## src/rtl/mem_stage_if.sv

```systemverilog
// Bus bundle for the memory-access stage: execute-side input, data-SRAM response,
// write-back handshake and hazard-status exports.
interface mem_stage_if;
  // Handshake: a transfer happens on a rising edge where the producer's valid
  // and the consumer's allowin are both high; valid never depends on allowin.
  logic        ex_to_mem_valid;
  logic [73:0] ex_reg;
  logic        mem_allowin;
  logic        data_sram_data_ok;
  logic [31:0] data_sram_rdata;
  logic        wb_allowin;
  logic        mem_to_wb_valid;
  logic [69:0] mem_reg;
  logic        mem_valid_o;
  logic        mem_gr_we_o;
  logic [4:0]  mem_dest_o;
  logic        mem_load_pending_o;

  modport slave (
    input  ex_to_mem_valid, ex_reg, data_sram_data_ok, data_sram_rdata, wb_allowin,
    output mem_allowin, mem_to_wb_valid, mem_reg, mem_valid_o, mem_gr_we_o,
           mem_dest_o, mem_load_pending_o
  );

  modport master (
    output ex_to_mem_valid, ex_reg, data_sram_data_ok, data_sram_rdata, wb_allowin,
    input  mem_allowin, mem_to_wb_valid, mem_reg, mem_valid_o, mem_gr_we_o,
           mem_dest_o, mem_load_pending_o
  );
endinterface

```

## src/rtl/mem_stage.sv

```systemverilog
// Memory-access pipeline stage: holds the execute bus, waits for load data,
// buffers it while write-back stalls, and aligns/extends it for write-back.
module mem_stage (
  input  logic      clk,
  input  logic      resetn,
  mem_stage_if.slave bus
);
  logic        mem_valid_q, mem_valid_d;
  logic [73:0] ex_reg_q, ex_reg_d;
  logic [31:0] rdata_buf_q, rdata_buf_d;
  logic        rdata_buf_valid_q, rdata_buf_valid_d;

  logic        res_from_mem;
  logic [2:0]  load_op;
  logic        gr_we;
  logic [4:0]  dest;
  logic [31:0] alu_result;
  logic [31:0] pc;

  assign res_from_mem = ex_reg_q[73];
  assign load_op      = ex_reg_q[72:70];
  assign gr_we        = ex_reg_q[69];
  assign dest         = ex_reg_q[68:64];
  assign alu_result   = ex_reg_q[63:32];
  assign pc           = ex_reg_q[31:0];

  logic        mem_ready_go;
  logic        mem_leave;
  logic [31:0] raw_word;
  logic [7:0]  load_byte;
  logic [15:0] load_half;
  logic [31:0] load_data;
  logic [31:0] final_result;

  assign mem_ready_go = !res_from_mem || bus.data_sram_data_ok || rdata_buf_valid_q;
  assign mem_leave    = mem_valid_q && mem_ready_go && bus.wb_allowin;

  assign bus.mem_allowin        = !mem_valid_q || (mem_ready_go && bus.wb_allowin);
  assign bus.mem_to_wb_valid    = mem_valid_q && mem_ready_go;
  assign bus.mem_reg            = {gr_we, dest, final_result, pc};
  assign bus.mem_valid_o        = mem_valid_q;
  assign bus.mem_gr_we_o        = gr_we && mem_valid_q;
  assign bus.mem_dest_o         = dest;
  assign bus.mem_load_pending_o = mem_valid_q && res_from_mem && !mem_ready_go;

  always_comb begin
    raw_word = rdata_buf_valid_q ? rdata_buf_q : bus.data_sram_rdata;
    case (alu_result[1:0])
      2'd0:    load_byte = raw_word[7:0];
      2'd1:    load_byte = raw_word[15:8];
      2'd2:    load_byte = raw_word[23:16];
      default: load_byte = raw_word[31:24];
    endcase
    load_half = alu_result[1] ? raw_word[31:16] : raw_word[15:0];
    case (load_op)
      3'b001:  load_data = {{24{load_byte[7]}}, load_byte};
      3'b011:  load_data = {24'd0, load_byte};
      3'b010:  load_data = {{16{load_half[15]}}, load_half};
      3'b100:  load_data = {16'd0, load_half};
      default: load_data = raw_word;
    endcase
    final_result = res_from_mem ? load_data : alu_result;
  end

  always_comb begin
    mem_valid_d       = mem_valid_q;
    ex_reg_d          = ex_reg_q;
    rdata_buf_d       = rdata_buf_q;
    rdata_buf_valid_d = rdata_buf_valid_q;
    if (bus.mem_allowin) mem_valid_d = bus.ex_to_mem_valid;
    if (bus.ex_to_mem_valid && bus.mem_allowin) ex_reg_d = bus.ex_reg;
    // Leaving clears the buffer and wins over a same-cycle capture.
    if (mem_leave) begin
      rdata_buf_valid_d = 1'b0;
    end else if (mem_valid_q && res_from_mem && bus.data_sram_data_ok &&
                 !rdata_buf_valid_q && !bus.wb_allowin) begin
      rdata_buf_d       = bus.data_sram_rdata;
      rdata_buf_valid_d = 1'b1;
    end
  end

  always_ff @(posedge clk or negedge resetn) begin
    if (!resetn) begin
      mem_valid_q       <= 1'b0;
      ex_reg_q          <= 74'd0;
      rdata_buf_q       <= 32'd0;
      rdata_buf_valid_q <= 1'b0;
    end else begin
      mem_valid_q       <= mem_valid_d;
      ex_reg_q          <= ex_reg_d;
      rdata_buf_q       <= rdata_buf_d;
      rdata_buf_valid_q <= rdata_buf_valid_d;
    end
  end
endmodule

```

## src/flat_wrapper.sv

```systemverilog
// flat-port wrapper written by rule: the top's interface ports become plain ports
module mem_stage_flat 
  (clk, resetn, bus_ex_to_mem_valid, bus_ex_reg, bus_data_sram_data_ok, bus_data_sram_rdata, bus_wb_allowin, bus_mem_allowin, bus_mem_to_wb_valid, bus_mem_reg, bus_mem_valid_o, bus_mem_gr_we_o, bus_mem_dest_o, bus_mem_load_pending_o);
  mem_stage_if bus_i ();
  input  logic clk;
  input  logic resetn;
  input wire logic [$bits(bus_i.ex_to_mem_valid)-1:0] bus_ex_to_mem_valid;
  input wire logic [$bits(bus_i.ex_reg)-1:0] bus_ex_reg;
  input wire logic [$bits(bus_i.data_sram_data_ok)-1:0] bus_data_sram_data_ok;
  input wire logic [$bits(bus_i.data_sram_rdata)-1:0] bus_data_sram_rdata;
  input wire logic [$bits(bus_i.wb_allowin)-1:0] bus_wb_allowin;
  output wire logic [$bits(bus_i.mem_allowin)-1:0] bus_mem_allowin;
  output wire logic [$bits(bus_i.mem_to_wb_valid)-1:0] bus_mem_to_wb_valid;
  output wire logic [$bits(bus_i.mem_reg)-1:0] bus_mem_reg;
  output wire logic [$bits(bus_i.mem_valid_o)-1:0] bus_mem_valid_o;
  output wire logic [$bits(bus_i.mem_gr_we_o)-1:0] bus_mem_gr_we_o;
  output wire logic [$bits(bus_i.mem_dest_o)-1:0] bus_mem_dest_o;
  output wire logic [$bits(bus_i.mem_load_pending_o)-1:0] bus_mem_load_pending_o;
  assign bus_i.ex_to_mem_valid = bus_ex_to_mem_valid;
  assign bus_i.ex_reg = bus_ex_reg;
  assign bus_i.data_sram_data_ok = bus_data_sram_data_ok;
  assign bus_i.data_sram_rdata = bus_data_sram_rdata;
  assign bus_i.wb_allowin = bus_wb_allowin;
  assign bus_mem_allowin = bus_i.mem_allowin;
  assign bus_mem_to_wb_valid = bus_i.mem_to_wb_valid;
  assign bus_mem_reg = bus_i.mem_reg;
  assign bus_mem_valid_o = bus_i.mem_valid_o;
  assign bus_mem_gr_we_o = bus_i.mem_gr_we_o;
  assign bus_mem_dest_o = bus_i.mem_dest_o;
  assign bus_mem_load_pending_o = bus_i.mem_load_pending_o;
  mem_stage u_core (.clk(clk), .resetn(resetn), .bus(bus_i));
endmodule
```

## config.mk

```make
export PLATFORM = sky130hd
export DESIGN_NAME = mem_stage_flat
export DESIGN_NICKNAME = d
export VERILOG_FILES = /design/src/rtl/mem_stage_if.sv /design/src/rtl/mem_stage.sv /design/src/flat_wrapper.sv
export SDC_FILE = /design/constraint.sdc
export NUM_CORES = 1
export LEC_CHECK = 0
export BUFFER_PORTS_ARGS = -buffer_cell sky130_fd_sc_hd__buf_2
export CORE_UTILIZATION = 53
export CTS_BUF_LIST = sky130_fd_sc_hd__clkbuf_8
export CTS_CLUSTER_SIZE = 24
export DETAILED_ROUTE_END_ITERATION = 12
export GPL_ROUTABILITY_DRIVEN = 1
export PLACE_DENSITY = 0.83
export SYNTH_ARGS = -nofsm -noshare
export SYNTH_HDL_FRONTEND = slang
export SYNTH_SLANG_ARGS = --single-unit
export TNS_END_PERCENT = 100
```

## constraint.sdc

```tcl
create_clock -name clk -period 1.99 [get_ports clk]
set_clock_uncertainty 0.1 [all_clocks]
set_input_delay 0.0995 -clock clk [delete_from_list [all_inputs] [get_ports clk]]
set_output_delay 0.0995 -clock clk [all_outputs]
set_load 0.03 [all_outputs]
```

==> results of run 1 <==
==> cells in the mapped netlist, drive strengths merged, types with 2 or more instances <==
cell type	count
nand2	13
o2bb2ai	6
or3	2
o21a	2
nand3	2
nor2	41
inv	3
o221a	6
a31oi	9
mux2i	17
a21oi	8
nand2b	4
o211a	7
mux2	122
mux4	2
buf	66
o31a	2
a22oi	7
nor3	2
clkbuf	9
nor2b	3
nor3b	2
or2	2
a41oi	10
o21ai	17
dfrtp	108
==> per-layer routing <==
metal  GRT overflow  GRT usage
met5              0     0.1952
met4              1     0.7182
met3              0     0.5544
met2              4     0.8922
met1              0     0.7240
==> stage by stage <==
step	cells	util	worst slack, ns	hold WS [ns]
after CTS	953	0.9225	-0.3945	0.1698
after detailed placement	791	0.6671	-0.2471	0.02774
after global placement	791	0.6671	-0.2048	0.02233
after floorplan	486	-	-0.04988	-0.2961
==> logic make-up after synthesis <==
family	after synthesis	synth area share
AO/OA/AOI/OAI	83	0.1132
AND/OR/NAND/NOR	75	0.06099
multiplexers	141	0.2718
XOR/XNOR	1	0.001498
flip-flops	108	0.4622
buffers and inverters	78	0.09030
==> what timing repair did <==
action,CTS
buffers inserted,24
gates resized for setup,221
cloned,13
hold buffers,109
hold endpoints to repair,145
pin swaps,21
setup endpoints to repair,97
==> summary by stage, run 1 <==
Synth
The number of nets handed over by synthesis was 597. The number of flops mapped to enable cells by yosys is 0. The number of standard cells after synthesis is 486. The fraction of post-synthesis cell area in the top cell type by area is 0.4622. The synthesized design contains 108 register bits. The biggest area contributor in the post-synthesis netlist is sky130_fd_sc_hd__dfrtp_1. Yosys attributes the largest share of cell area to sky130_fd_sc_hd__dfrtp_1 (46%), sky130_fd_sc_hd__mux2_2 (22%), sky130_fd_sc_hd__buf_4 (7.2%).

After synthesis the cells add up to 5847 µm². The share of async-settable or async-resettable flops after synthesis is 1.000. The sequential cell area fraction in the yosys report is 0.4622.

Yosys printed 0 warnings. The number of distinct library cell variants in the gate-level netlist after synthesis is 49. The post-synthesis average cell area is 12.03 µm². The commonest register cell after synthesis is sky130_fd_sc_hd__dfrtp_1.

Floorplan
In this run the core area contains 37 standard-cell rows. The width of the die is 107.0 µm. For this configuration, the core starts out at a cell density of 0.5564.

The overall die height is 107.0 µm. The I/O pin total is 191.

Clocking
The number of buffers added by the clock tree synthesis step is 9. The clock tree synthesis step divided the H-tree into 3 levels. Clock tree synthesis found a total of 108 sinks. No sink is reached through more buffers than the 2 on the longest clock path. The library cell used as clock root buffer is sky130_fd_sc_hd__clkbuf_8.

Global route
The number of antenna violations at the first check in global routing came to 2. The total overflow reported by the global router is 5. Entering global routing, the biggest net connects 67 pins. In the global route stage, overall resource usage came out at 0.7199.

Placed design
Port buffering added 190 buffers. The congestion estimate from routability-driven global placement came to 0.9332. The placed instances occupy a cell area of 7010 µm². After legalization and detailed placement, the total HPWL measured 11360 µm.

Status
The first error in the log reads "[ERROR GRT-0232] Routing congestion too high. Check the congestion heatmap in the GUI". The terminating stage of the flow is global routing. The flow did not finish.

STA
In the global-route stage, repair_timing last flagged the worst endpoint as bus_mem_reg[32]. After the last repair the worst path ends at an output port.
==> run 2, diff against run 1 <==
--- a/config.mk
+++ b/config.mk
@@ -6,12 +6,10 @@
 export NUM_CORES = 1
 export LEC_CHECK = 0
 export BUFFER_PORTS_ARGS = -buffer_cell sky130_fd_sc_hd__buf_2
-export CORE_UTILIZATION = 53
-export CTS_BUF_LIST = sky130_fd_sc_hd__clkbuf_8
-export CTS_CLUSTER_SIZE = 24
+export CORE_UTILIZATION = 40
 export DETAILED_ROUTE_END_ITERATION = 12
 export GPL_ROUTABILITY_DRIVEN = 1
-export PLACE_DENSITY = 0.83
+export PLACE_DENSITY_LB_ADDON = 0.15
 export SYNTH_ARGS = -nofsm -noshare
 export SYNTH_HDL_FRONTEND = slang
 export SYNTH_SLANG_ARGS = --single-unit
==> summary by stage, run 2 <==
STA
Setup repair after global routing could not meet its margin everywhere. After layout, the minimum clock period comes to 2.347 ns. The actual slew at the worst max-slew pin is 0.4737 ns. The hold violation count in the final report was 0.

The max-slew headroom at the worst pin is 0.6842. Final hold analysis gives a worst-case slack of 0.1499 ns. The final setup violation count is 105. In the finished design, the share of the clock period the worst path needs comes to 1.179. The number of max-slew violations in the final report is 0. The post-route worst setup slack is -0.3568 ns.

Static timing analysis puts the maximum clock frequency at 426.1 MHz.

Synth
The total of flip-flops plus latches after synthesis is 108. Counting flops with a built-in enable in the synthesized netlist gives 0. The most used flip-flop cell after synthesis is sky130_fd_sc_hd__dfrtp_1. The post-synth net total is 597.

Ranked by total cell area, the synthesized netlist is headed by sky130_fd_sc_hd__dfrtp_1 (46%), sky130_fd_sc_hd__mux2_2 (22%), sky130_fd_sc_hd__buf_4 (7.2%). The share of async-settable or async-resettable flops after synthesis is 1.000. The commonest cells after synthesis are sky130_fd_sc_hd__mux2_2 (116), sky130_fd_sc_hd__dfrtp_1 (108), sky130_fd_sc_hd__buf_4 (56).

The sequential cell area fraction in the yosys report is 0.4622. In this run the cell area of the synthesized design comes to 5847 µm². The post-synthesis average cell area is 12.03 µm². The number of warning messages in the yosys log is 0.

Summed over all instances, the cell type with the most area after synthesis is sky130_fd_sc_hd__dfrtp_1. Of the post-synthesis cell area, the dominant cell type holds 0.4622. The most instantiated library cell after synthesis is sky130_fd_sc_hd__mux2_2. The number of standard cells after synthesis is 486. The synthesized netlist contains 49 unique library cells.

Critical path
Along the worst path, the maximum fanout reaches 18. In this design, the largest share of critical-path delay is due to buffers and inverters. Walking the worst path, the cells encountered are buf_12, mux2_4, o21a_4, o21ai_4, buf_12, a41oi_1, buf_4. In this design, the stage delay of the slowest critical-path cell is 0.42 ns. The worst setup path is of the reg2out kind. The category of the worst setup path launch point is a flip-flop. In this design, the critical path's most frequently occurring cell is sky130_fd_sc_hd__buf_12.

The cell at the slowest stage of the critical path is sky130_fd_sc_hd__dfrtp_1. Counting both buffers and inverters, the worst setup path holds a total of 3. STA classifies the critical path endpoint as an output pin. The data arrival time of the critical path is 2.15 ns. Data on the critical path is required at its endpoint by 1.79 ns.

Clocking
Clock tree synthesis inserted a total of 9 buffers. In this run the clock root is driven by a sky130_fd_sc_hd__clkbuf_16. In this run the deepest clock path goes through 2 buffers. The clock tree from TritonCTS is done. The sink count of the clock tree is 108. The clock transition at the registers of the reported paths is 0.07 ns. The source-to-sink clock delay at the later pin of the worst-skew pair is 0.35 ns. The level count of the clock H-tree is 3.

Power
The worst-case IR drop observed on VDD is 0.0007050 V. The switching power summed over all nets is 4.153 mW. Of the total power, the clock network draws 0.176.

The internal power of the cells totals 6.523 mW. Of the total power, the share spent switching nets is 0.3890. The total power after layout is 10.68 mW. In this run the power density over the cells is 1123 nW/µm². The share of total power dissipated in combinational logic is 0.514. The static leakage power is 4.227 nW. The share of total power dissipated in sequential elements is 0.310.

Cells and area
The net count of the finished layout is 911. The largest registers in the layout are u_core.ex_reg_q: 74 flops, u_core.rdata_buf_q: 32 flops. The finished layout holds 986 standard cells, fillers aside. In the layout the commonest cells are sky130_fd_sc_hd__buf_2 (156), sky130_fd_sc_hd__dlygate4sd3_1 (109), sky130_fd_sc_hd__mux2_2 (105). The commonest non-fill, non-tap cell in the layout is sky130_fd_sc_hd__buf_2. With fillers left out, the area of the finished cells amounts to 9504 µm². The core utilization of the finished layout is 0.6742.

The fraction of layout instances using a drive strength above 1 is 0.5901. Relative to the synthesized area, the layout overhead comes to 62.55%. The flip-flop count of the largest register, all copies and words added is 74. The largest register by flop count is u_core.ex_reg_q.

Global route
The via count of the first global-routing pass is 5238. The wire length of the first global-routing pass is 26850 µm. For this run the aggregate overflow at the end of global routing stands at 0. Entering global routing, the biggest net connects 67 pins.

After global routing, the most crowded layer is met2. The global routing met2 resource utilization is 0.4157. For met3 alone, demand over resource in global routing was 0.05443. The routing usage on met1 is 0.2914. The overall track demand over capacity in global routing is 0.2380.

The number of antenna violations at the first check in global routing was 1.

Placed design
The congestion estimate from routability-driven global placement came to 0.9334. After detailed placement, the total cell area comes to 7146 µm². The number of input and output port buffers inserted is 190. Once placement completed, the tool counted placed cells totaling 839.

The placed wire-length estimate is 11700 µm.

Detailed routing
In the final routed layout, each cell accounts on average for 18.89 µm. The remaining number of nets flagged by the antenna check after routing is 0. Wires add up to 18620 µm. Summing over every cut layer, the via total after detailed routing is 5112. The pre-antenna-repair detailed-routing pass consisted of 4 iterations. The first routing iteration left 360 violations. The via count normalized by instance count is 5.185. The final routed DRC violation total is 0.

Floorplan
The die is 122.9 µm tall. For this configuration, the core starts out at a cell density of 0.4148. The floorplan step defined a core boundary enclosing 14100 µm².

The I/O pin total is 191. The floorplan die area is 15100 µm². The initialized floorplan defines 43 standard-cell rows. The width of the die is 122.9 µm.

Min path
In this run the worst hold path is classified as in2async.

Run
Max-cap violations in this run came to 0.

Status
The flow ran to the end, but the final reports show violations. The checks that failed: negative setup slack.
==> run 2: cell counts after synthesis <==
Identical to the previous run, type by type.
==> run 2: repair_timing <==
item | in CTS | in global routing
setup endpoints to repair | 32 | 133
hold endpoints to repair | 139 | 0
gates resized for setup | 122 | 31
hold buffers | 109 | 0
buffers inserted | 6 | 2
cloned | 2 | 11
pin swaps | 19 | 4
==> run 2: logic make-up (layout without fill, tap and decap cells) <==
family / count (synthesis) / count (layout) / synth area share
buf+inv: 78 / 395 / 0.09030
simple gates: 75 / 77 / 0.06099
compound gates: 83 / 83 / 0.1132
other cells: 0 / 1 / 0
flops: 108 / 108 / 0.4622
xor+xnor: 1 / 1 / 0.001498
mux: 141 / 141 / 0.2718
==> run 2: path summary, 6_finish.rpt <==
path / slack [ns] / endpoint / start / cells past startpoint
setup / recovery: -0.36 / bus_mem_reg[53] / u_core.rdata_buf_valid_q / 7
hold / removal: 0.15 / u_core.rdata_buf_q[7] / resetn / 2
setup reg to reg: -0.23 / u_core.rdata_buf_q[15] / u_core.rdata_buf_valid_q / 7
hold reg to reg: 0.41 / u_core.ex_reg_q[30] / u_core.ex_reg_q[30] / 1
max in group asynchronous: 1.05 / u_core.rdata_buf_q[30] / resetn / 3
min in group clk: 0.25 / u_core.bus.mem_valid_o / bus_data_sram_data_ok / 5
==> run 2: layer usage <==
| metal | vias to the layer above | share of wire |
|---|---|---|
| met3 | 30 | 0.050 |
| met4 | 0 | 0.019 |
| met1 | 2532 | 0.41 |
| li1 | 2367 | - |
| met5 | - | 0 |
| met2 | 183 | 0.52 |
==> run 2: through the flow <==
| step | setup slack [ns] | TNS, ns |
|---|---|---|
| after floorplan | -0.04988 | -0.5280 |
| after global placement | -0.1035 | -0.8155 |
| after detailed placement | -0.1659 | -1.480 |
| after CTS | -0.3695 | -11.58 |
| after global routing | -0.4585 | -26.90 |
| final | -0.3568 | -16.80 |
==> run 2: area by class of cell <==
type                            count  area, µm²
Sequential cell                   108       2708
Fill cell                        1074       4592
Timing Repair Buffer              376       3158
Inverter                            3      11.26
Multi-Input combinational cell    302       3089
Tap cell                          180      225.2
Antenna cell                        1      2.502
Clock inverter                      6      81.33
Clock buffer                       10      229.0
==> run 2: power by group through the flow <==
stage / sequential, mW / combinational [mW] / clock [mW]
floorplan: 3.13 / 3.19 / 0
global placement: 3.21 / 4.27 / 0
detailed placement: 3.26 / 4.32 / 0
CTS: 3.28 / 5.19 / 1.94
global route: 3.39 / 5.79 / 2.01
finish: 3.31 / 5.48 / 1.88
No activity file was read; power rests on OpenSTA's default activity.
